### config.mk
export PLATFORM = sky130hd
export DESIGN_NAME = bus_arbiter_rr_flat
export DESIGN_NICKNAME = d
export VERILOG_FILES = /design/src/rtl/bus_arbiter_rr_if.sv /design/src/rtl/bus_arbiter_rr.sv /design/src/flat_wrapper.sv
export SDC_FILE = /design/constraint.sdc
export NUM_CORES = 1
export LEC_CHECK = 0
export ABC_AREA = 1
export CORE_MARGIN = 3
export CORE_UTILIZATION = 30
export CTS_CLUSTER_DIAMETER = 120
export DETAILED_ROUTE_END_ITERATION = 8
export SETUP_SLACK_MARGIN = 0.3
export SYNTH_ARGS = -nofsm -noshare
export SYNTH_HDL_FRONTEND = slang
export SYNTH_SLANG_ARGS = --single-unit
### constraint.sdc
create_clock -name clk -period 3.9 [get_ports clk]
set_clock_uncertainty 0.1 [all_clocks]
set_input_delay 0.78 -clock clk [delete_from_list [all_inputs] [get_ports clk]]
set_output_delay 0.78 -clock clk [all_outputs]
set_load 0.005 [all_outputs]
### src/rtl/bus_arbiter_rr_if.sv
// Request/grant bundle between the bus masters and the round-robin arbiter.
// The arbiter connects through the slave modport and the requesters through master.
interface bus_arbiter_rr_if #(
   parameter int unsigned NUM_MASTERS = 4,
   parameter int unsigned MAX_HOLD    = 16
);
   localparam int unsigned OW = $clog2(NUM_MASTERS);
   localparam int unsigned HW = (MAX_HOLD == 0) ? 1 : $clog2(MAX_HOLD + 1);

   logic [NUM_MASTERS-1:0] req;
   logic [NUM_MASTERS-1:0] grnt;
   logic [OW-1:0]          owner;
   logic                   grnt_valid;
   logic [HW-1:0]          hold_cnt;

   modport master (output req, input grnt, owner, grnt_valid, hold_cnt);
   modport slave  (input req, output grnt, owner, grnt_valid, hold_cnt);
endinterface

### src/rtl/bus_arbiter_rr.sv
// Parametrised round-robin bus arbiter with a burst-length limit and a
// selectable park/no-park idle policy. All outputs come straight from flops.
module bus_arbiter_rr #(
   parameter int unsigned NUM_MASTERS = 4,
   parameter int unsigned MAX_HOLD    = 16,
   parameter bit          PARK        = 1'b1
) (
   input  logic             clk,
   input  logic             rst,
   bus_arbiter_rr_if.slave  bus
);
   localparam int unsigned OW   = $clog2(NUM_MASTERS);
   localparam int unsigned HW   = (MAX_HOLD == 0) ? 1 : $clog2(MAX_HOLD + 1);
   localparam int unsigned HSAT = (MAX_HOLD == 0) ? 1 : MAX_HOLD;

   typedef enum logic {IDLE = 1'b0, GRANTED = 1'b1} state_t;
   localparam state_t RST_STATE = PARK ? GRANTED : IDLE;

   state_t                 state_q, state_d;
   logic [OW-1:0]          owner_q, owner_d;
   logic [HW-1:0]          hold_q, hold_d;
   logic [NUM_MASTERS-1:0] grnt_q, grnt_d;
   logic                   valid_q, valid_d;

   logic [NUM_MASTERS-1:0] own_mask, hi_mask, req_hi;
   logic [OW-1:0]          win;
   logic                   req_own, req_others, req_any, limit_hit;

   function automatic logic [OW-1:0] lowest_set(input logic [NUM_MASTERS-1:0] v);
      logic [OW-1:0] r;
      r = '0;
      for (int i = int'(NUM_MASTERS) - 1; i >= 0; i--) begin
         if (v[i]) r = OW'(i);
      end
      return r;
   endfunction

   // Masks relative to the current owner; winner is the first requester above
   // the owner, otherwise the lowest requester overall (owner itself comes last).
   always_comb begin
      own_mask = '0;
      hi_mask  = '0;
      for (int unsigned i = 0; i < NUM_MASTERS; i++) begin
         own_mask[i] = (i == 32'(owner_q));
         hi_mask[i]  = (i >  32'(owner_q));
      end
      req_hi     = bus.req & hi_mask;
      win        = (|req_hi) ? lowest_set(req_hi) : lowest_set(bus.req);
      req_own    = |(bus.req & own_mask);
      req_others = |(bus.req & ~own_mask);
      req_any    = |bus.req;
      limit_hit  = (MAX_HOLD != 0) && (32'(hold_q) >= MAX_HOLD) && req_others;
   end

   // State register
   always_ff @(posedge clk) begin
      if (rst) begin
         state_q <= RST_STATE;
         owner_q <= '0;
         hold_q  <= '0;
         grnt_q  <= PARK ? NUM_MASTERS'(1) : '0;
         valid_q <= PARK;
      end else begin
         state_q <= state_d;
         owner_q <= owner_d;
         hold_q  <= hold_d;
         grnt_q  <= grnt_d;
         valid_q <= valid_d;
      end
   end

   // Next-state logic
   always_comb begin
      state_d = state_q;
      owner_d = owner_q;
      hold_d  = hold_q;
      if (32'(owner_q) >= NUM_MASTERS) begin
         // Out-of-range owner can only come from corruption; recover as if reset.
         state_d = RST_STATE;
         owner_d = '0;
         hold_d  = '0;
      end else begin
         case (state_q)
            GRANTED: begin
               if (req_own && !limit_hit) begin
                  if (32'(hold_q) < HSAT) hold_d = hold_q + HW'(1);
               end else if (req_others) begin
                  owner_d = win;
                  hold_d  = HW'(1);
               end else begin
                  hold_d = '0;
                  if (!PARK) state_d = IDLE;
               end
            end
            default: begin
               if (req_any) begin
                  state_d = GRANTED;
                  owner_d = win;
                  hold_d  = HW'(1);
               end
            end
         endcase
      end
   end

   // Output decode from the next state, registered alongside it
   always_comb begin
      grnt_d  = '0;
      valid_d = 1'b0;
      if (state_d == GRANTED) begin
         grnt_d  = NUM_MASTERS'(1) << owner_d;
         valid_d = 1'b1;
      end
   end

   assign bus.grnt       = grnt_q;
   assign bus.owner      = owner_q;
   assign bus.grnt_valid = valid_q;
   assign bus.hold_cnt   = hold_q;
endmodule

### src/flat_wrapper.sv
// flat-port wrapper written by rule: the top's interface ports become plain ports
module bus_arbiter_rr_flat 
#(
   parameter int unsigned NUM_MASTERS = 4,
   parameter int unsigned MAX_HOLD    = 16,
   parameter bit          PARK        = 1'b1
)
  (clk, rst, bus_req, bus_grnt, bus_owner, bus_grnt_valid, bus_hold_cnt);
  bus_arbiter_rr_if #(.NUM_MASTERS(NUM_MASTERS), .MAX_HOLD(MAX_HOLD)) bus_i ();
  input  logic clk;
  input  logic rst;
  input wire logic [$bits(bus_i.req)-1:0] bus_req;
  output wire logic [$bits(bus_i.grnt)-1:0] bus_grnt;
  output wire logic [$bits(bus_i.owner)-1:0] bus_owner;
  output wire logic [$bits(bus_i.grnt_valid)-1:0] bus_grnt_valid;
  output wire logic [$bits(bus_i.hold_cnt)-1:0] bus_hold_cnt;
  assign bus_i.req = bus_req;
  assign bus_grnt = bus_i.grnt;
  assign bus_owner = bus_i.owner;
  assign bus_grnt_valid = bus_i.grnt_valid;
  assign bus_hold_cnt = bus_i.hold_cnt;
  bus_arbiter_rr #(.NUM_MASTERS(NUM_MASTERS), .MAX_HOLD(MAX_HOLD), .PARK(PARK)) u_core (.clk(clk), .rst(rst), .bus(bus_i));
endmodule
* Word level (Yosys, flattened, before mapping)
Cells that the tools add are included.
Operators by class: add/subtract/negate cells 1, magnitude comparators 5, eq/ne operators 4, shift-type cells 1, mux-type cells 22, bitwise operators 5, reduce and logical (&&, ||, !) cells 11
Operators by type and width (number):
- $mux W2 | 13
- $mux W5 | 4
- $reduce_or A4 Y1 | 4
- $and A4 B4 Y4 | 3
- $add A5 B1 Y5 const B | 1
- $ge A5 B5 Y1 const B | 1
- $lt A5 B5 Y1 const B | 1
- $mux W1 | 5
- $eq A2 B2 Y1 const A | 2
- $gt A2 B2 Y1 const A | 2
- $not A4 Y4 | 1
- $shl A1 B2 Y4 const A | 1
- $ne A3 B3 Y1 const B | 1
- $eq A1 B2 Y1 const A | 1
- $gt A1 B2 Y1 const A | 1
- $logic_and A1 B1 Y1 | 2
- $logic_not A2 Y1 | 1
- $reduce_and A2 Y1 | 1
- $reduce_bool A2 Y1 | 1
- $reduce_or A2 Y1 | 1
- $logic_not A1 Y1 | 1
- $not A1 Y1 | 1
Storage, ports and cells: register bits 13, input bits 6, output and inout port bits 12, logic and storage cells 55

* Logic depth before layout (Yosys ltp)
Gate-level depths: netlist of run 1.
depth in word-level cells 12, depth in mapped cells 13, depth with buffers taken out 13

* Worst setup path after synthesis of run 1
No wires, ideal clock.
path kind in2reg, start point input bus_req[1], end point register u_core.grnt_q[0], in the netlist u_core.bus.grnt[0], library setup time 0.115 ns, arrival time 1.501 ns, data required time 3.685 ns, setup slack 2.184 ns, stages on the path 11, path buffers 0, path through inv_1 -> a21oi_1 -> nor2_1 -> nand2_1 -> o21ai_0 -> nand2_1 -> nand2_1 -> nand2_1 -> nand2_1 -> nand3_1 -> nand2_1
On the way: cells in the longest elaborated chain, start to end 9, elaborated cells on any way between the ends 23, those cells by class shift: 1; mux: 12; bitwise: 3; reduce/logical: 7
Ends and longest elaborated chain:
- start, declared | line flat_wrapper.sv:12 | input wire logic [$bits(bus_i.req)-1:0] bus_req;
- $and A4 B4 Y4, on equally long branches | line bus_arbiter_rr.sv:47, bus_arbiter_rr.sv:50
- $mux W2 or $reduce_or A4 Y1 (tied branches) | line bus_arbiter_rr.sv:33, bus_arbiter_rr.sv:50
- $mux W2 or $logic_and A1 B1 Y1 (tied branches) | line bus_arbiter_rr.sv:33, bus_arbiter_rr.sv:52
- $mux W2 or $logic_not A1 Y1 (tied branches) | line bus_arbiter_rr.sv:48, bus_arbiter_rr.sv:85
- $mux W2 or $logic_and A1 B1 Y1 (tied branches) | line bus_arbiter_rr.sv:87, bus_arbiter_rr.sv:85
- $mux W2 | line bus_arbiter_rr.sv:85 | if (req_own && !limit_hit) begin
- $mux W2 | line bus_arbiter_rr.sv:83 | case (state_q)
- $shl A1 B2 Y4 | line bus_arbiter_rr.sv:111 | grnt_d = NUM_MASTERS'(1) << owner_d;
- $mux W1 * | line bus_arbiter_rr.sv:110 | if (state_d == GRANTED) begin
- end signal, assigned | line bus_arbiter_rr.sv:61 | grnt_q <= PARK ? NUM_MASTERS'(1) : '0;
- end signal, assigned | line bus_arbiter_rr.sv:67 | grnt_q <= grnt_d;
- end, declared | line bus_arbiter_rr.sv:22 | logic [NUM_MASTERS-1:0] grnt_q, grnt_d;
Mark *: on every way between the ends. The rest lies on a longest branch, timed or not. A chain may end at the register's enable or synchronous reset.

* Final worst setup path of run 1
start point input bus_req[3], end point register u_core.grnt_q[0], in the netlist u_core.bus.grnt[0]
On the way: cells in the longest elaborated chain, start to end 11, elaborated cells on any way between the ends 27, those cells by class shift: 1; mux: 16; bitwise: 3; reduce/logical: 7
Ends and longest elaborated chain:
- $and A4 B4 Y4 | line bus_arbiter_rr.sv:47 | req_hi = bus.req & hi_mask;
- $mux W2 (4 in series) | line bus_arbiter_rr.sv:33 | if (v[i]) r = OW'(i);
- $mux W2 | line bus_arbiter_rr.sv:48 | win = (|req_hi) ? lowest_set(req_hi) : lowest_set(bus.req);
- $mux W2 | line bus_arbiter_rr.sv:87 | end else if (req_others) begin
- $mux W2 | line bus_arbiter_rr.sv:85
- $mux W2 | line bus_arbiter_rr.sv:83
- $shl A1 B2 Y4 | line bus_arbiter_rr.sv:111
- $mux W1 * | line bus_arbiter_rr.sv:110
Marks and branches as above.

==> results of run 1 <==
==> where the power goes <==
group / switching (W) / internal, W / total (W) / leakage, nW
Clock: 0.0000407 / 0.0000568 / 0.0000975 / 0.0210
Sequential: 0.0000306 / 0.000157 / 0.000188 / 0.0984
Combinational: 0.000119 / 0.000114 / 0.000232 / 0.299
==> logic make-up (layout without fill, tap and decap cells) <==
kind of cell	count (synthesis)	count (layout)	synth area share
adder cells (fa/ha/maj)	1	1	0.01886
XOR/XNOR	2	2	0.02642
flip-flops	12	12	0.3623
AO/OA/AOI/OAI	14	14	0.1170
AND/OR/NAND/NOR	61	61	0.3906
buffers and inverters	15	36	0.08490
==> synth_stat cells <==
cell type  count
nor2_1        13
xnor2_1        1
nor3b_1        1
a21boi_0       1
nand3_1       13
xor2_1         1
nand2_1       29
nand2_2        2
ha_1           1
a21oi_1        7
o211ai_1       1
o21ai_0        4
or2_2          1
o21bai_1       1
inv_1         15
dfxtp_1       12
nor3_1         2
==> layout make-up <==
cell class	count	area, um2
fillers	226	1119
flip-flops and latches	12	240.2
clock buffers	4	36.28
multi-input cells	78	366.6
inverters	15	56.30
well taps	27	33.78
repair buffers	17	170.2
==> state kept, by name, summed over array words and instances, names as in the netlist <==
name                   flops
u_core.bus.owner           2
u_core.bus.grnt            4
u_core.bus.hold_cnt        5
u_core.bus.grnt_valid      1
==> path summary, 6_finish.rpt <==
kind	start	end	slack (ns)	depth (start not counted)
worst min-delay path	u_core.bus.hold_cnt[1]$_SDFFE_PP0P_	u_core.bus.hold_cnt[1]$_SDFFE_PP0P_	0.41	2
worst min register to register	u_core.bus.hold_cnt[1]$_SDFFE_PP0P_	u_core.bus.hold_cnt[1]$_SDFFE_PP0P_	0.41	2
worst max-delay path	bus_req[3]	u_core.bus.grnt[0]$_SDFF_PP1_	1.70	12
worst max register to register	u_core.bus.owner[0]$_SDFF_PP0_	u_core.bus.grnt[0]$_SDFF_PP1_	2.23	11
==> worst reg2reg max path, stage by stage, from the launching register on <==
cell	delay [ns]
dfxtp_1	0.45
inv_1	0.10
nand3_1	0.08
nand2_1	0.06
nor2_1	0.15
o21ai_0	0.09
nand2_1	0.13
nand2_1	0.09
nand2_1	0.08
nand2_1	0.09
nand3_1	0.09
nand2_1	0.05
==> routing by layer <==
layer	wire, um	GRT usage
met1	719	0.1545
met2	715	0.2045
met3	75	0.05070
met4	8	0.05106
met5	0	0
==> per-stage QoR <==
stage,utilization,cells,hold slack (ns),setup WS [ns]
after detailed placement,0.4288,149,0.3967,1.433
after global routing,0.4468,153,0.4278,1.576
final,0.4468,153,0.4065,1.699
after CTS,0.4468,153,0.4071,1.722
after floorplan,-,105,0.3772,2.184
after global placement,0.4288,149,0.3914,1.460
==> impl_metrics.yaml, run 1 <==
run_status:
  status: "completed"
placed_design:
  dpl_cell_area_um2: 867.1
  dpl.hpwl_um: 1193
  place_congestion: 0.8208
  place.port_buffers: 17
floorplan:
  die_w_um: 53.02
  io_pins: 18
  die_y_um: 53.02
  initial_core_util: 0.3280
  rows: 16
  coreArea_um2: 2022
  dieArea_um2: 2811
timing:
  relSlewSlack: 0.8393
  max_clock_freq_mhz: 454.4
  hold_viol: 0
  setup_viol: 0
  period_share: 0.5643
  worstMarginPinSlew_ns: 0.2407
  min_period_ns: 2.201
  rsz0062_at_grt: "false"
  finalMaxSlewViolations: 0
  final.setup.tns_ns: 0
clocking:
  cts_sinks: 12
  cts_root_buf: "clkbuf_4"
  postCtsHoldBufs: 0
  cts_max_path_buffers: 2
  cts_max_level: 1
  clkSlewWorstSetupHoldPaths_ns: 0.07
  ctsResizeCount: 0
  clock_latency_ns: 0.27
  numCtsBuffers: 3
  cts_tree: "built"
  post_cts_buffers: 0
cells_and_area:
  final_cell_area_um2: 903.4
  fin_nets: 134
  antenna-diode-count: 0
  final_cell_mix: "nand2_1, clkdlybuf4s50_1, inv_1"
  area_growth_pct: 36.23
  final_common_cell: "nand2_1"
  drive_gt1_frac: 0.05556
route:
  avgViaCountPerCell: 4.641
  drt-wirelength-per-cell_um: 9.922
  drt_pre_antenna_iters: 6
  ant_nets: 0
  drc_errors: 0
  drt_iter0_markers: 14
  routed_wirelength_um: 1518
  vias: 710
global_routing:
  grt-ovfl-total: 0
  grt_pass1_vias: 652
  grt_max_degree: 9
  antenna_found_initial: 0
  track_usage: 0.1290
  grt_first_pass_wirelength_um: 2594
setup_path:
  cpMostUsedCell: "nand2_1"
  critPathKind: "in2reg"
  cp_slowest_cell: "clkdlybuf4s50_1"
  crit_buf_inv: 2
  crit_family: "simple AND/OR/NAND/NOR gates"
  arrival_ns: 2.27
  cp-start-kind: "input port"
  cp-end-kind: "register"
  path_max_fanout: 5
  critical-path-max-stage-delay_ns: 0.55
  crit_required_ns: 3.97
  path_cells: "clkdlybuf4s50_1 -> nand2_1 -> nand2_1 -> inv_1 -> nand2_1 -> o21ai_0 -> nand2_1 -> nand2_1 -> nand2_1 -> nand2_1 -> nand3_1 -> nand2_1"
synthesis:
  synth-seq-cells: 12
  netlist.area_leader.share: 0.3623
  synth_top_area_cell: "dfxtp_1"
  synthTopCellsByArea: "dfxtp_1, nand2_1, nand3_1"
  ys_types: 17
  synth_fp_nets: 112
  yosysWarnings: 0
  syn-instance-count: 105
  avgSynthCellArea_um2: 6.316
  netlist_area_um2: 663.1
  ys_seq_area_frac: 0.3623
power:
  leakagePower_nw: 0.4188
  power_w: 0.0005174
  peakVddDrop_uv: 291.2
  powerDensity_nw_per_um2: 572.8
worst_hold_path:
  hp-class: "reg2reg"
run:
  drv_cap: 0
No activity file was read; power rests on OpenSTA's default activity.
==> run 2, diff against run 1 <==
==> constraint.sdc (replaced) <==
create_clock -name clk -period 1.9 [get_ports clk]
set_clock_uncertainty 0.1 [all_clocks]
set_input_delay 0.38 -clock clk [delete_from_list [all_inputs] [get_ports clk]]
set_output_delay 0.38 -clock clk [all_outputs]
set_load 0.005 [all_outputs]
==> run 2 against run 1 <==
Sequential share of layout area is 1.6 points lower. Clock power is 52% higher. Via count is 7.7% higher. Cell area is 14% higher. Combinational power is 140% higher. Critical path depth is 11 lower. Die area stayed put. Routed wire length is 11% higher. Non-clock buffer count is 10 higher. Largest cell class unchanged. Final cell count is 5.9% higher. First-iteration DRC count is 7.1% lower. Sequential cell count stayed put.
==> impl_metrics.yaml, run 2 (synthesis gave the netlist of run 1 again) <==
run_status:
  status: "completed"
cells_and_area:
  final_util: 0.5093
  largest_register_ffs: 5
  area_growth_pct: 55.28
  final_cell_mix: "nand2_1, inv_1, nand3_1"
  final_common_cell: "nand2_1"
  drive_gt1_frac: 0.2815
  ff_latch_area_um2: 257.7
  final_cell_area_um2: 1030
  multi_input_comb_area_um2: 410.4
  antenna-diode-count: 0
  fin_nets: 144
  n_fill_cell: 211
worst_hold_path:
  hp-class: "reg2reg"
  hold_depth: 2
  hold_start: "u_core.bus.hold_cnt[1]$_SDFFE_PP0P_"
  hold_end: "u_core.bus.hold_cnt[1]$_SDFFE_PP0P_"
power:
  combPwrFrac: 0.504
  internal_power_w: 0.0006706
  pwr-share-seq: 0.361
  power_switching_w: 0.0004300
  power_frac_clock: 0.134
  switching_share: 0.3907
  peakVddDrop_uv: 590.3
  powerDensity_nw_per_um2: 1069
  leakagePower_nw: 0.5518
clocking:
  cts_sinks: 12
  cts_max_level: 1
  postCtsHoldBufs: 0
  cts_tree: "built"
  clkSlewWorstSetupHoldPaths_ns: 0.07
  cts_max_path_buffers: 2
  clock_latency_ns: 0.27
  numCtsBuffers: 3
  cts_root_buf: "clkbuf_4"
timing:
  worstMarginPinSlew_ns: 0.2761
  whs_ns: 0.3808
  rsz0062_at_grt: "true"
  finalMaxSlewViolations: 0
  max_clock_freq_mhz: 649.9
  min_period_ns: 1.539
  period_share: 0.8098
  hold_viol: 0
  setup_viol: 0
  final.setup.tns_ns: 0
  relSlewSlack: 0.8145
placed_design:
  dpl.hpwl_um: 1213
  place_congestion: 0.8338
  place.port_buffers: 17
  dpl_cell_area_um2: 919.6
global_routing:
  grt.busiest_layer: "met2"
  use_met1: 0.1545
  track_usage: 0.1320
  grt_max_degree: 9
  grt-ovfl-total: 0
  grtUsageMet3: 0.05070
  use_met2: 0.2211
  grt_first_pass_wirelength_um: 2691
  antenna_found_initial: 0
  grt_pass1_vias: 672
setup_path:
  crit_required_ns: 1.42
  crit_buf_inv: 1
  crit_family: "buffers and inverters"
  rrSetupSlack_ns: 0.38
  critical-path-max-stage-delay_ns: 0.49
  path_max_fanout: 1
  reg2reg_depth: 13
  arrival_ns: 1.06
  cp_slowest_cell: "clkdlybuf4s50_1"
  critPathKind: "reg2out"
  r2r-start: "u_core.bus.owner[0]$_SDFF_PP0_"
  r2r_end: "u_core.bus.grnt[0]$_SDFF_PP1_"
  path_cells: "clkdlybuf4s50_1"
  cp-start-kind: "register"
  cp-end-kind: "output pin"
route:
  drt_iter0_markers: 13
  drt-wirelength-per-cell_um: 10.40
  drt_pre_antenna_iters: 4
  avgViaCountPerCell: 4.722
  vias: 765
  ant_nets: 0
  drc_errors: 0
  routed_wirelength_um: 1685
floorplan:
  die_y_um: 53.02
  initial_core_util: 0.3280
  coreArea_um2: 2022
  rows: 16
  dieArea_um2: 2811
  die_w_um: 53.02
  io_pins: 18
run:
  drv_cap: 0
run 2: changes by cell type in the layout (fill, tap and decap cells not counted), sizes merged:
cell and change:
dlymetal6s2s +5, buf +10, dlygate4sd2 +7, clkdlybuf4s50 -12
clkbuf -1
run 2: worst max path at each step:
| stage | start | endpoint | slack [ns] | cells past startpoint |
|---|---|---|---|---|
| finish | u_core.bus.grnt[0]$_SDFF_PP1_ | bus_grnt[0] | 0.36 | 1 |
| global route | bus_req[1] | u_core.bus.grnt[0]$_SDFF_PP1_ | 0.26 | 10 |
| CTS | u_core.bus.owner[1]$_SDFF_PP0_ | bus_owner[1] | 0.23 | 1 |
| detailed placement | bus_req[3] | u_core.bus.grnt[0]$_SDFF_PP1_ | -0.11 | 12 |
| global placement | bus_req[3] | u_core.bus.grnt[0]$_SDFF_PP1_ | -0.1 | 12 |
| floorplan | u_core.bus.owner[1]$_SDFF_PP0_ | u_core.bus.grnt[0]$_SDFF_PP1_ | 0.47 | 11 |
run 2: metrics by stage:
step	total power, W	cells	worst slack [ns]
CTS	0.001034	162	0.2302
detailed placement	0.0008696	156	-0.1099
global placement	0.0008738	156	-0.09954
finish	0.001101	162	0.3614
global route	0.001194	162	0.2611
floorplan	0.0006535	105	0.4652
run 2: final cells by class:
cell class,instances,share of cell area
inverters,15,0.05468
multi-input cells,78,0.3985
flip-flops and latches,12,0.2503
clock buffers,3,0.02187
well taps,27,0.03281
repair buffers,27,0.2418
run 2: power groups by stage:
| stage | clock, W | combinational (W) | sequential [W] |
|---|---|---|---|
| 6_report | 0.000148 | 0.000555 | 0.000398 |
| 5_1_grt | 0.000162 | 0.000622 | 0.000410 |
| 4_1_cts | 0.000154 | 0.000495 | 0.000384 |
| 3_5_place_dp | 0 | 0.000482 | 0.000388 |
| 3_3_place_gp | 0 | 0.000482 | 0.000392 |
| 2_1_floorplan | 0 | 0.000266 | 0.000387 |
run 2: repair_timing:
action	CTS	global route
resized for setup	17	22
pin swaps	2	3
buffers inserted	3	0
setup endpoints to repair	19	16
gates cloned	0	0
run 2: worst register-to-register path, delay by kind of cell (launching register included):
family,cells,cell delay [ns]
compound gates,1,0.08
flops,1,0.40
simple gates,10,0.73
buf+inv,2,0.10
run 2: routing by layer:
metal	share of wire	routed length, um
met1	0.46	783
met2	0.47	790
met3	0.056	94
met4	0.0095	16
met5	0	0
